File: src/rtl/timer_pkg.sv
// Shared register map, field positions and reset constants for the machine timer.
package timer_pkg;

   // Byte offsets of the registers; bits [4:2] select, bits [1:0] are ignored.
   localparam logic [4:0] OFF_MTIME_LO    = 5'h00;
   localparam logic [4:0] OFF_MTIME_HI    = 5'h04;
   localparam logic [4:0] OFF_MTIMECMP_LO = 5'h08;
   localparam logic [4:0] OFF_MTIMECMP_HI = 5'h0C;
   localparam logic [4:0] OFF_CTRL        = 5'h10;
   localparam logic [4:0] OFF_STATUS      = 5'h14;

   // Word indices derived from the offsets, compared against addr[4:2].
   localparam logic [2:0] IDX_MTIME_LO    = OFF_MTIME_LO[4:2];
   localparam logic [2:0] IDX_MTIME_HI    = OFF_MTIME_HI[4:2];
   localparam logic [2:0] IDX_MTIMECMP_LO = OFF_MTIMECMP_LO[4:2];
   localparam logic [2:0] IDX_MTIMECMP_HI = OFF_MTIMECMP_HI[4:2];
   localparam logic [2:0] IDX_CTRL        = OFF_CTRL[4:2];
   localparam logic [2:0] IDX_STATUS      = OFF_STATUS[4:2];

   // CTRL / STATUS field positions.
   localparam int CTRL_EN_BIT     = 0;
   localparam int CTRL_IRQ_EN_BIT = 1;
   localparam int CTRL_PRESC_LSB  = 8;
   localparam int STATUS_PEND_BIT = 0;

   // All-ones compare value keeps match low out of reset.
   localparam logic [63:0] MTIMECMP_RST = 64'hFFFF_FFFF_FFFF_FFFF;

   // Replace only the byte lanes enabled in mask.
   function automatic logic [31:0] byte_merge(input logic [31:0] old_val,
                                              input logic [31:0] new_val,
                                              input logic [3:0]  mask);
      logic [31:0] res;
      for (int b = 0; b < 4; b++) begin
         res[8*b +: 8] = mask[b] ? new_val[8*b +: 8] : old_val[8*b +: 8];
      end
      return res;
   endfunction

endpackage

File: src/rtl/timer_prescaler.sv
// Prescaler: counts 0..PRESC while enabled and emits a tick on the terminal count.
module timer_prescaler #(
   parameter int PRESC_W = 8
) (
   input  logic               clk_i,
   input  logic               rst_i,
   input  logic               en_i,
   input  logic               clear_i,
   input  logic [PRESC_W-1:0] presc_i,
   output logic               tick_o
);

   logic [PRESC_W-1:0] count_q;
   logic [PRESC_W-1:0] count_d;

   // Tick reflects the current count; a same-cycle clear only affects the next count.
   assign tick_o = en_i && (count_q == presc_i);

   // Next count: clear wins, terminal count wraps, otherwise advance while enabled.
   always_comb begin
      // NOTE: default assignment first so every path drives count_d and no latch is inferred.
      count_d = count_q;
      if (clear_i) begin
         count_d = '0;
      end else if (tick_o) begin
         count_d = '0;
      end else if (en_i) begin
         count_d = count_q + 1'b1;
      end
   end

   // Count register, cleared asynchronously.
   always_ff @(posedge clk_i or posedge rst_i) begin
      // NOTE: non-blocking assignments so all flops sample pre-edge values together.
      if (rst_i) begin
         count_q <= '0;
      end else begin
         count_q <= count_d;
      end
   end

endmodule

File: src/rtl/timer_intr_gen.sv
// Machine-timer peripheral: 64-bit mtime/mtimecmp on a select/strobe bus,
// prescaled time base, sticky pending flag and one-cycle timer interrupt.
module timer_intr_gen
   import timer_pkg::*;
#(
   parameter int DW      = 32,
   parameter int PRESC_W = 8
) (
   input  logic          clk_i,
   input  logic          rst_i,
   input  logic          sel_i,
   input  logic          we_i,
   input  logic          re_i,
   input  logic [4:0]    addr_i,
   input  logic [3:0]    mask_i,
   input  logic [DW-1:0] wdata_i,
   output logic [DW-1:0] rdata_o,
   output logic          t_intr
);

   // Architectural state.
   logic [63:0]        mtime_q,  mtime_d;
   logic [31:0]        shadow_q, shadow_d;
   logic [63:0]        cmp_q,    cmp_d;
   logic               en_q,     en_d;
   logic               irq_en_q, irq_en_d;
   logic [PRESC_W-1:0] presc_q,  presc_d;
   logic               pend_q,   pend_d;
   logic               match_q;
   logic               t_intr_q;

   // Decode.
   logic [2:0]  reg_idx;
   logic        wr_en;
   logic        wr_mtime_lo, wr_mtime_hi, wr_cmp_lo, wr_cmp_hi, wr_ctrl, wr_status;
   logic        snap;
   logic        pend_clr;
   logic [31:0] ctrl_rd;
   logic [31:0] ctrl_wr;

   // Time base and compare.
   logic tick;
   logic match;
   logic rise;

   assign reg_idx     = addr_i[4:2];
   assign wr_en       = sel_i && we_i;
   assign wr_mtime_lo = wr_en && (reg_idx == IDX_MTIME_LO);
   assign wr_mtime_hi = wr_en && (reg_idx == IDX_MTIME_HI);
   assign wr_cmp_lo   = wr_en && (reg_idx == IDX_MTIMECMP_LO);
   assign wr_cmp_hi   = wr_en && (reg_idx == IDX_MTIMECMP_HI);
   assign wr_ctrl     = wr_en && (reg_idx == IDX_CTRL);
   assign wr_status   = wr_en && (reg_idx == IDX_STATUS);
   // A read of MTIME_LO freezes the upper half so the following HI read is coherent.
   assign snap        = sel_i && re_i && (reg_idx == IDX_MTIME_LO);
   assign pend_clr    = wr_status && mask_i[0] && wdata_i[STATUS_PEND_BIT];

   // Assemble the CTRL word from its fields; unlisted bits read as zero.
   always_comb begin
      ctrl_rd                                = '0;
      ctrl_rd[CTRL_EN_BIT]                   = en_q;
      ctrl_rd[CTRL_IRQ_EN_BIT]               = irq_en_q;
      ctrl_rd[CTRL_PRESC_LSB +: PRESC_W]     = presc_q;
   end

   assign ctrl_wr = byte_merge(ctrl_rd, wdata_i, mask_i);

   // Bits that exist on the bus but carry no state in this block.
   logic unused_bits;
   assign unused_bits = ^{addr_i[1:0],
                          ctrl_wr[31:CTRL_PRESC_LSB+PRESC_W],
                          ctrl_wr[CTRL_PRESC_LSB-1:CTRL_IRQ_EN_BIT+1]};

   timer_prescaler #(
      .PRESC_W (PRESC_W)
   ) u_prescaler (
      .clk_i   (clk_i),
      .rst_i   (rst_i),
      .en_i    (en_q),
      .clear_i (wr_ctrl),
      .presc_i (presc_q),
      .tick_o  (tick)
   );

   assign match = (mtime_q >= cmp_q);
   assign rise  = match && !match_q;

   // Next-state for the register file: software writes beat the tick increment,
   // and a same-cycle rise beats a PEND clear.
   always_comb begin
      mtime_d  = mtime_q;
      shadow_d = shadow_q;
      cmp_d    = cmp_q;
      en_d     = en_q;
      irq_en_d = irq_en_q;
      presc_d  = presc_q;
      pend_d   = pend_q;

      if (wr_mtime_lo) begin
         mtime_d[31:0] = byte_merge(mtime_q[31:0], wdata_i, mask_i);
      end else if (wr_mtime_hi) begin
         mtime_d[63:32] = byte_merge(mtime_q[63:32], wdata_i, mask_i);
      end else if (tick) begin
         mtime_d = mtime_q + 64'd1;
      end

      if (snap) begin
         shadow_d = mtime_q[63:32];
      end

      if (wr_cmp_lo) begin
         cmp_d[31:0] = byte_merge(cmp_q[31:0], wdata_i, mask_i);
      end
      if (wr_cmp_hi) begin
         cmp_d[63:32] = byte_merge(cmp_q[63:32], wdata_i, mask_i);
      end

      if (wr_ctrl) begin
         en_d     = ctrl_wr[CTRL_EN_BIT];
         irq_en_d = ctrl_wr[CTRL_IRQ_EN_BIT];
         presc_d  = ctrl_wr[CTRL_PRESC_LSB +: PRESC_W];
      end

      if (rise) begin
         pend_d = 1'b1;
      end else if (pend_clr) begin
         pend_d = 1'b0;
      end
   end

   // State registers; the interrupt is a registered one-cycle copy of an enabled rise.
   always_ff @(posedge clk_i or posedge rst_i) begin
      if (rst_i) begin
         mtime_q  <= '0;
         shadow_q <= '0;
         cmp_q    <= MTIMECMP_RST;
         en_q     <= 1'b0;
         irq_en_q <= 1'b0;
         presc_q  <= '0;
         pend_q   <= 1'b0;
         match_q  <= 1'b0;
         t_intr_q <= 1'b0;
      end else begin
         mtime_q  <= mtime_d;
         shadow_q <= shadow_d;
         cmp_q    <= cmp_d;
         en_q     <= en_d;
         irq_en_q <= irq_en_d;
         presc_q  <= presc_d;
         pend_q   <= pend_d;
         match_q  <= match;
         t_intr_q <= rise && irq_en_q;
      end
   end

   assign t_intr = t_intr_q;

   // Read mux: combinational from addr_i, zero when not selected or unmapped.
   always_comb begin
      rdata_o = '0;
      if (sel_i) begin
         case (reg_idx)
            IDX_MTIME_LO:    rdata_o = mtime_q[31:0];
            IDX_MTIME_HI:    rdata_o = shadow_q;
            IDX_MTIMECMP_LO: rdata_o = cmp_q[31:0];
            IDX_MTIMECMP_HI: rdata_o = cmp_q[63:32];
            IDX_CTRL:        rdata_o = ctrl_rd;
            IDX_STATUS:      rdata_o[STATUS_PEND_BIT] = pend_q;
            default:         rdata_o = '0;
         endcase
      end
   end

endmodule
File: config.mk
export PLATFORM = sky130hd
export DESIGN_NAME = timer_intr_gen
export DESIGN_NICKNAME = d
export VERILOG_FILES = /design/src/rtl/timer_pkg.sv /design/src/rtl/timer_prescaler.sv /design/src/rtl/timer_intr_gen.sv
export SDC_FILE = /design/constraint.sdc
export NUM_CORES = 1
export LEC_CHECK = 0
export CORE_MARGIN = 1
export CORE_UTILIZATION = 45
export CTS_CLUSTER_DIAMETER = 150
export CTS_CLUSTER_SIZE = 8
export DETAILED_ROUTE_END_ITERATION = 7
export PLACE_DENSITY = 0.73
export SLEW_MARGIN = 0
export SYNTH_ARGS = -nofsm -noshare
export SYNTH_HDL_FRONTEND = slang
export SYNTH_SLANG_ARGS = --single-unit
File: constraint.sdc
create_clock -name clk_i -period 6.5 [get_ports clk_i]
set_input_delay 0.65 -clock clk_i [delete_from_list [all_inputs] [get_ports clk_i]]
set_output_delay 0.65 -clock clk_i [all_outputs]
set_load 0.05 [all_outputs]
Word-level counts from Yosys, hierarchy flattened:

Cells that the tools add are included.

* bits in registers: 181
* bits of input ports: 46
* output and inout port bits: 33
* word-level logic and storage cells: 97

* $add $sub $neg: 2
* order comparisons: 1
* equality and inequality tests: 15
* mux-type cells: 16
* bitwise logic cells: 1
* reductions and logical operators: 38

Operator list (number)
* $pmux W31 S5: 1
* $mux W32: 4
* $add A64 B1 Y64 const B: 1
* $ge A64 B64 Y1: 1
* $mux W64: 1
* $mux W8: 7
* $reduce_and A3 Y1: 8
* $reduce_and A2 Y1: 10
* $ne A2 B2 Y1 const B: 9
* $logic_and A1 B1 Y1: 14
* $add A8 B1 Y8 const B: 1
* $eq A8 B8 Y1: 1
* $eq A3 B2 Y1 const B: 2
* $eq A3 B3 Y1 const B: 2
* $pmux W1 S6: 1
* $reduce_bool A2 Y1: 3
* $eq A3 B1 Y1 const B: 1
* $logic_not A3 Y1: 1
* $reduce_bool A3 Y1: 1
* $mux W1: 2
* $logic_not A1 Y1: 1
* $not A1 Y1: 1

Logic depth before layout (Yosys ltp):

Gate-level depths: netlist (run 1).

* depth after elaboration: 6
* gate-level depth with buffers: 9
* gate-level depth less buffers: 8

Modules after synthesis:

Synthesis (run 1) repeated with hierarchy kept, for this count alone.

* cells, all modules: 1225
* area, all modules: 11703.7 um^2

By module, submodules not included
* timer_intr_gen: instances 1, cells an instance 1172, area an instance 11189.5 um^2, seq. area each 4409.2 um^2
* timer_prescaler: instances 1, cells an instance 53, area an instance 514.2 um^2, seq. area each 200.2 um^2

Worst setup path before layout (run 1):

No wires, ideal clock.

* path kind: input-to-output
* start: input addr_i[3]
* end: output rdata_o[18]
* arrival: 2575 ps
* data required time: 5850 ps
* slack: 3275 ps
* cell stages on the path: 6
* path buffers: 3
* cells stage by stage: buf_1 nor3b_1 clkbuf_1 clkbuf_1 a221oi_1 nor2_1

* word-level cells in the longest chain between the ends: 3
* elaborated cells on any way between the ends: 7
* those cells by class: eq/ne (4); mux (2); reduce/logical (1)

Ends and longest elaborated chain
* start: declaration: line timer_intr_gen.sv:14 `input logic [4:0] addr_i,`
* $eq A3 B3 Y1 (tied with other cells): line timer_intr_gen.sv:162 `case (reg_idx)`
* $pmux W31 S5 (*): line timer_intr_gen.sv:162
* $mux W32 (*): line timer_intr_gen.sv:161 `if (sel_i) begin`
* end: declaration: line timer_intr_gen.sv:17 `output logic [DW-1:0] rdata_o,`

Mark *: on every way between the ends. The rest lies on a longest branch, timed or not.

Worst setup path in the final report (run 1):

* start: input addr_i[2]
* end: output rdata_o[24]

The elaborated chain is that of the path after synthesis.

==> impl_metrics.yaml, run 1 <==
timing:
  fin_crit_ns: 4.176
  max_freq_mhz: 239.4
  tightestPinTransition_ns: 1.139
  holdWs_ns: 0.4855
  drv_slew: 0
  setup-violations-final: 0
  max-slew-margin-rel_pct: 23.36
  finalClockSkew_ns: 0.01537
  hold_violations: 0
  rsz0062_at_grt: "no"
  finalSetupTns_ns: 0
  fin_crit_sh_pct: 64.25
worst_setup_path:
  cpMaxStageDelayCell: "clkdlybuf4s50_1"
  arrival_ns: 3.53
  worstPathMaxFanout: 31
  crit_buf_inv: 4
  crit_start: "addr_i[2]"
  required_ns: 5.85
  path_cells: "clkdlybuf4s50_1 -> buf_4 -> nor2_1 -> o21ai_2 -> buf_4 -> nor2_1 -> clkdlybuf4s50_1"
  critPathKind: "in2out"
  start_kind: "input pin"
  slowest_delay_ns: 0.82
  cp-end-kind: "primary output"
  crit_family: "buffers and inverters"
  r2r-start: "mtime_q[21]$_DFFE_PP0P_"
clocking:
  clk_pin_slew_ns: 0.07
  clk_latency_ns: 0.45
  cts_hold_buf: 0
  cts_resized: 0
  cts_root_buf: "clkbuf_16"
  clock_sinks: 181
  cts_buffer_depth: 2
  cts_tree: "done"
  htreeDepth: 4
  cts-buffers-inserted: 17
  postCtsSetupBuffers: 0
global_route:
  overflow: 0
  grt_antenna_before_repair: 0
  grt_pass1_vias: 10682
  grt_pass1_wl_um: 60290
  grtUsageTotal_pct: 29.25
  grt_max_degree: 68
placed_design:
  placed_cells: 1674
  numPortBuffers: 76
  gp_congestion: 0.9485
  dp_hpwl_um: 27420
power:
  p_comb_share_pct: 27.4
  leakage_nw: 5.542
  internal_power_mw: 2.491
  p_clk_share_pct: 28.9
  seqPwrFrac_pct: 43.7
  ir_drop_v: 0.0001685
  power_density_nw_per_um2: 282.0
  p_switching_mw: 1.361
  p_sw_share_pct: 35.33
route:
  viasPerCell: 6.503
  routed_wl_um: 38570
  post-route-drc-count: 0
  drt_iter0_markers: 1495
  wl_per_cell_um: 22.61
  vias: 11094
  drt_pass1_iterations: 5
  postRouteAntennaNets: 0
cells_and_area:
  final_cells: 1706
  final_common_cell: "nor2_1"
  syn_to_final_growth_pct: 14.21
  diodes: 0
  final_cell_mix: "nor2_1 (132), dfrtp_1 (117), nand2_1 (102), mux2_2 (98), a21oi_1 (84)"
  drive_gt1_share_pct: 18.38
  final_nets: 1470
synthesis:
  seq_area_frac_synth_pct: 38.54
  synthArstFlopShare_pct: 100.0
  post_synth_num_cell_types: 74
  yosys_warnings: 0
  syn_avg_cell_area_sq_um: 9.108
  synth_cells: 1313
  synth_edf_count: 0
  ys.flop_type: "dfrtp_1"
  synth_nets: 1425
  synth-seq-cells: 181
  netlist_area_sq_um: 11960
min_path:
  holdCritStartpoint: "cmp_q[15]$_DFFE_PP1P_"
  hold_path.class: "reg2reg"
floorplan:
  rows: 59
  initial_utilization_pct: 45.89
  die_w_um: 165.0
  core-area_sq_um: 26060
  die_h_um: 165.0
  dieArea_sq_um: 27230
  io_pins: 79
flow_run:
  cap_viol_max_count: 0
outcome:
  outcome: "completed"
[cells in the mapped netlist, drive strengths merged, types with 12 or more instances]
library cell,instances,area share (%)
a21oi,84,3.5
a221oi,21,1.5
a22oi,23,1.4
a31oi,24,1.3
and3,23,1.2
buf,12,0.55
clkbuf,61,2.0
dfrtp,117,24
dfstp,64,14
ha,66,6.9
inv,79,2.5
mux2,98,9.2
mux2i,22,1.8
nand2,102,3.2
nand3,54,2.3
nand4,38,2.2
nor2,132,4.1
nor3,32,1.4
o21ai,71,3.0
o22a,15,1.1
o22ai,14,0.73
[logic make-up (layout without fill, tap and decap cells)]
family	count (synthesis)	in the layout	synth area share (%)
mux	124	124	11.82
xor+xnor	15	15	1.099
simple gates	446	446	18.51
flops	181	181	38.54
buf+inv	153	211	5.158
compound gates	328	328	17.96
fa+ha+maj	66	66	6.905
[cell type report]
| type | instances | area (sq um) |
|---|---|---|
| flip-flops and latches | 181 | 4609 |
| well taps | 335 | 419.2 |
| clock inverters | 15 | 195.2 |
| clock buffers | 17 | 425.4 |
| multi-input cells | 979 | 6771 |
| fillers | 2385 | 12400 |
| inverters | 79 | 301.5 |
| repair buffers | 100 | 935.9 |
[flip-flops by register name, indices dropped and copies added (netlist names)]
name and cells:
shadow_q 32, cmp_q 64, match_q 1, u_prescaler.count_q 8
t_intr 1, irq_en_q 1, en_q 1, mtime_q 64
presc_q 8, pend_q 1
[through the flow]
step	util (%)	setup WS, ns	cell area (sq um)	total power [mW]
6_report	52.41	2.324	13660	3.851
2_1_floorplan	-	1.041	11960	2.348
3_3_place_gp	50.03	2.389	13040	2.666
4_1_cts	52.41	2.332	13660	3.841
5_1_grt	52.41	2.124	13660	4.056
3_5_place_dp	50.03	2.334	13040	2.728
[per-layer routing]
metal | wire, um | track usage, % | up-vias
met5 | 0 | 0 | -
met4 | 1483 | 11.88 | 0
met3 | 3530 | 5.500 | 105
met2 | 17790 | 45.91 | 613
met1 | 15770 | 39.53 | 5417
li1 | - | - | 4959
[worst paths after layout]
check	depth (start not counted)	to	slack (ns)
setup reg to reg	6	mtime_q[42]$_DFFE_PP0P_	3.29
max in group asynchronous	3	shadow_q[14]$_DFFE_PP0P_	4.53
hold reg to reg	2	cmp_q[15]$_DFFE_PP1P_	0.49
hold / removal	2	cmp_q[15]$_DFFE_PP1P_	0.49
min in group asynchronous	2	shadow_q[31]$_DFFE_PP0P_	0.65
setup / recovery	7	rdata_o[24]	2.32
[power groups by stage]
stage | clock, mW | combinational, mW | sequential (mW)
floorplan | 0 | 0.768 | 1.58
global placement | 0 | 0.991 | 1.68
detailed placement | 0 | 1.04 | 1.69
CTS | 1.12 | 1.05 | 1.67
global route | 1.17 | 1.17 | 1.71
finish | 1.11 | 1.06 | 1.68
[tightest hold or removal path, stage by stage (launching register included)]
cell     delay [ns]
dfstp_2        0.37
nand2_1        0.04
o21ai_0        0.07
(Power assumes the default switching activity.)
==> run 2, diff against run 1 <==
PLACE_DENSITY = 0.76   (was 0.73)
clock period = 3.65 ns   (was 6.5 ns; I/O delays follow)
==> run 2 against run 1 <==
Net effect: clock skew hardly changed; largest power group unchanged; die area did not move; total power rose by 75%; critical endpoint is now rdata_o[8]; cell count is 1.2% higher; register-to-register slack lost 2.6 ns.
==> impl_metrics.yaml, run 2 (synthesized netlist as in run 1, its figures left out) <==
outcome:
  outcome: "completed"
cells_and_area:
  final_common_cell: "nor2_1"
  final_nets: 1490
  final_cell_mix: "nor2_1 (132), dfrtp_1 (117), nand2_1 (102), mux2_2 (98), a21oi_1 (84)"
  reg_top3: "cmp_q: 64 flops, mtime_q: 64 flops, shadow_q: 32 flops"
  diodes: 0
  drive_gt1_share_pct: 21.21
  syn_to_final_growth_pct: 17.46
  final_cells: 1726
worst_setup_path:
  cp-end-kind: "primary output"
  r2r_cells: 6
  reg2reg_to: "mtime_q[59]$_DFFE_PP0P_"
  crit_start: "addr_i[4]"
  regToRegSetupSlack_ns: 0.66
  endpoint: "rdata_o[8]"
  r2r-start: "mtime_q[5]$_DFFE_PP0P_"
  critPathKind: "in2out"
  start_kind: "input pin"
  worstPathMaxFanout: 9
  arrival_ns: 2.77
  cpMaxStageDelayCell: "clkdlybuf4s50_1"
  crit_family: "buffers and inverters"
  crit_buf_inv: 3
  required_ns: 3.28
  path_cells: "clkdlybuf4s50_1 -> inv_1 -> nor2_1 -> a22oi_1 -> o22a_1 -> nor2_1 -> buf_12"
  slowest_delay_ns: 0.69
  path_depth: 7
  crit_path_frequent_cell: "nor2_1"
clocking:
  postCtsSetupBuffers: 0
  htreeDepth: 4
  cts_hold_buf: 0
  clk_pin_slew_ns: 0.07
  cts-buffers-inserted: 17
  cts_root_buf: "clkbuf_16"
  clock_sinks: 181
  cts_resized: 0
  cts_buffer_depth: 2
  clk_latency_ns: 0.44
  cts_tree: "done"
route:
  drt_pass1_iterations: 7
  postRouteAntennaNets: 0
  viasPerCell: 6.491
  vias: 11203
  wl_per_cell_um: 22.97
  drt_iter0_markers: 1627
  post-route-drc-count: 0
  routed_wl_um: 39650
timing:
  finalSetupTns_ns: 0
  finalWorstSetupSlack_ns: 0.5123
  max-slew-margin-rel_pct: 35.97
  rsz0062_at_grt: "no"
  hold_violations: 0
  max_freq_mhz: 318.7
  setup-violations-final: 0
  tightestPinTransition_ns: 0.9531
  drv_slew: 0
  fin_crit_ns: 3.138
  finalClockSkew_ns: 0.01528
  fin_crit_sh_pct: 85.96
floorplan:
  rows: 59
  dieArea_sq_um: 27230
  io_pins: 79
  die_w_um: 165.0
  core-area_sq_um: 26060
  initial_utilization_pct: 45.89
  die_h_um: 165.0
placed_design:
  numPortBuffers: 76
  placed_cells: 1694
  gp_congestion: 0.9724
  dp_hpwl_um: 28390
  dp_slack_ns: 0.5226
global_route:
  grt_pass1_vias: 11102
  grt_pass1_wl_um: 62090
  grt_antenna_before_repair: 0
  grt_max_degree: 54
  overflow: 0
  grtUsageTotal_pct: 30.08
flow_run:
  cap_viol_max_count: 0
power:
  power_mw: 6.758
  ir_drop_v: 0.0003061
  leakage_nw: 5.762
  power_density_nw_per_um2: 481.1
min_path:
  hold_path.class: "in2async"
[run 2: cell count changes in the layout (fill, tap and decap cells not counted), sizes merged, moves of 7 or more]
cell | previous run | this run
buf | 25 | 77
clkdlybuf4s50 | 75 | 43
clkbuf | 17 | 27
inv | 85 | 78
[run 2: layout make-up]
| cell class | count | area, sq um |
|---|---|---|
| clock buffer | 27 | 473.0 |
| clock inverter | 5 | 81.33 |
| fill | 2331 | 12010 |
| inverter | 79 | 300.3 |
| multi-input combinational | 979 | 6770 |
| sequential | 181 | 4609 |
| tap | 335 | 419.2 |
| timing repair buffer | 120 | 1394 |
[run 2: metrics by stage]
step	area [sq um]	utilization, %	hold slack (ns)
floorplan	11960	-	0.4606
global placement	13490	51.78	0.4713
detailed placement	13490	51.78	0.4873
CTS	14050	53.91	0.4645
global route	14050	53.91	0.5046
finish	14050	53.91	0.4399
[run 2: layer usage]
metal,up-vias,track usage [%],wire (um)
met4,0,13.55,1445
met1,5491,40.34,16150
li1,4983,-,-
met5,-,0,0
met2,624,46.86,18360
met3,105,5.826,3691
[run 2: worst min-delay path by stage]
stage | from | to | slack (ns) | depth (start not counted)
global placement | cmp_q[15]$_DFFE_PP1P_ | cmp_q[15]$_DFFE_PP1P_ | 0.47 | 2
global route | rst_i | shadow_q[6]$_DFFE_PP0P_ | 0.50 | 2
finish | rst_i | shadow_q[6]$_DFFE_PP0P_ | 0.44 | 2
CTS | rst_i | shadow_q[6]$_DFFE_PP0P_ | 0.46 | 2
floorplan | cmp_q[15]$_DFFE_PP1P_ | cmp_q[15]$_DFFE_PP1P_ | 0.46 | 2
detailed placement | cmp_q[16]$_DFFE_PP1P_ | cmp_q[16]$_DFFE_PP1P_ | 0.49 | 2
[run 2: power breakdown]
part	switching, mW	internal [mW]	leakage, nW
Sequential	0.485	2.50	2.12
Combinational	1.07	0.886	3.37
Clock	0.785	1.03	0.264
Total	2.34	4.41	5.76
[run 2: worst register-to-register path: cells and delay by family (launching register included)]
family | cells | cell delay [ns]
compound gates | 1 | 0.35
simple gates | 5 | 1.98
flops | 1 | 0.51
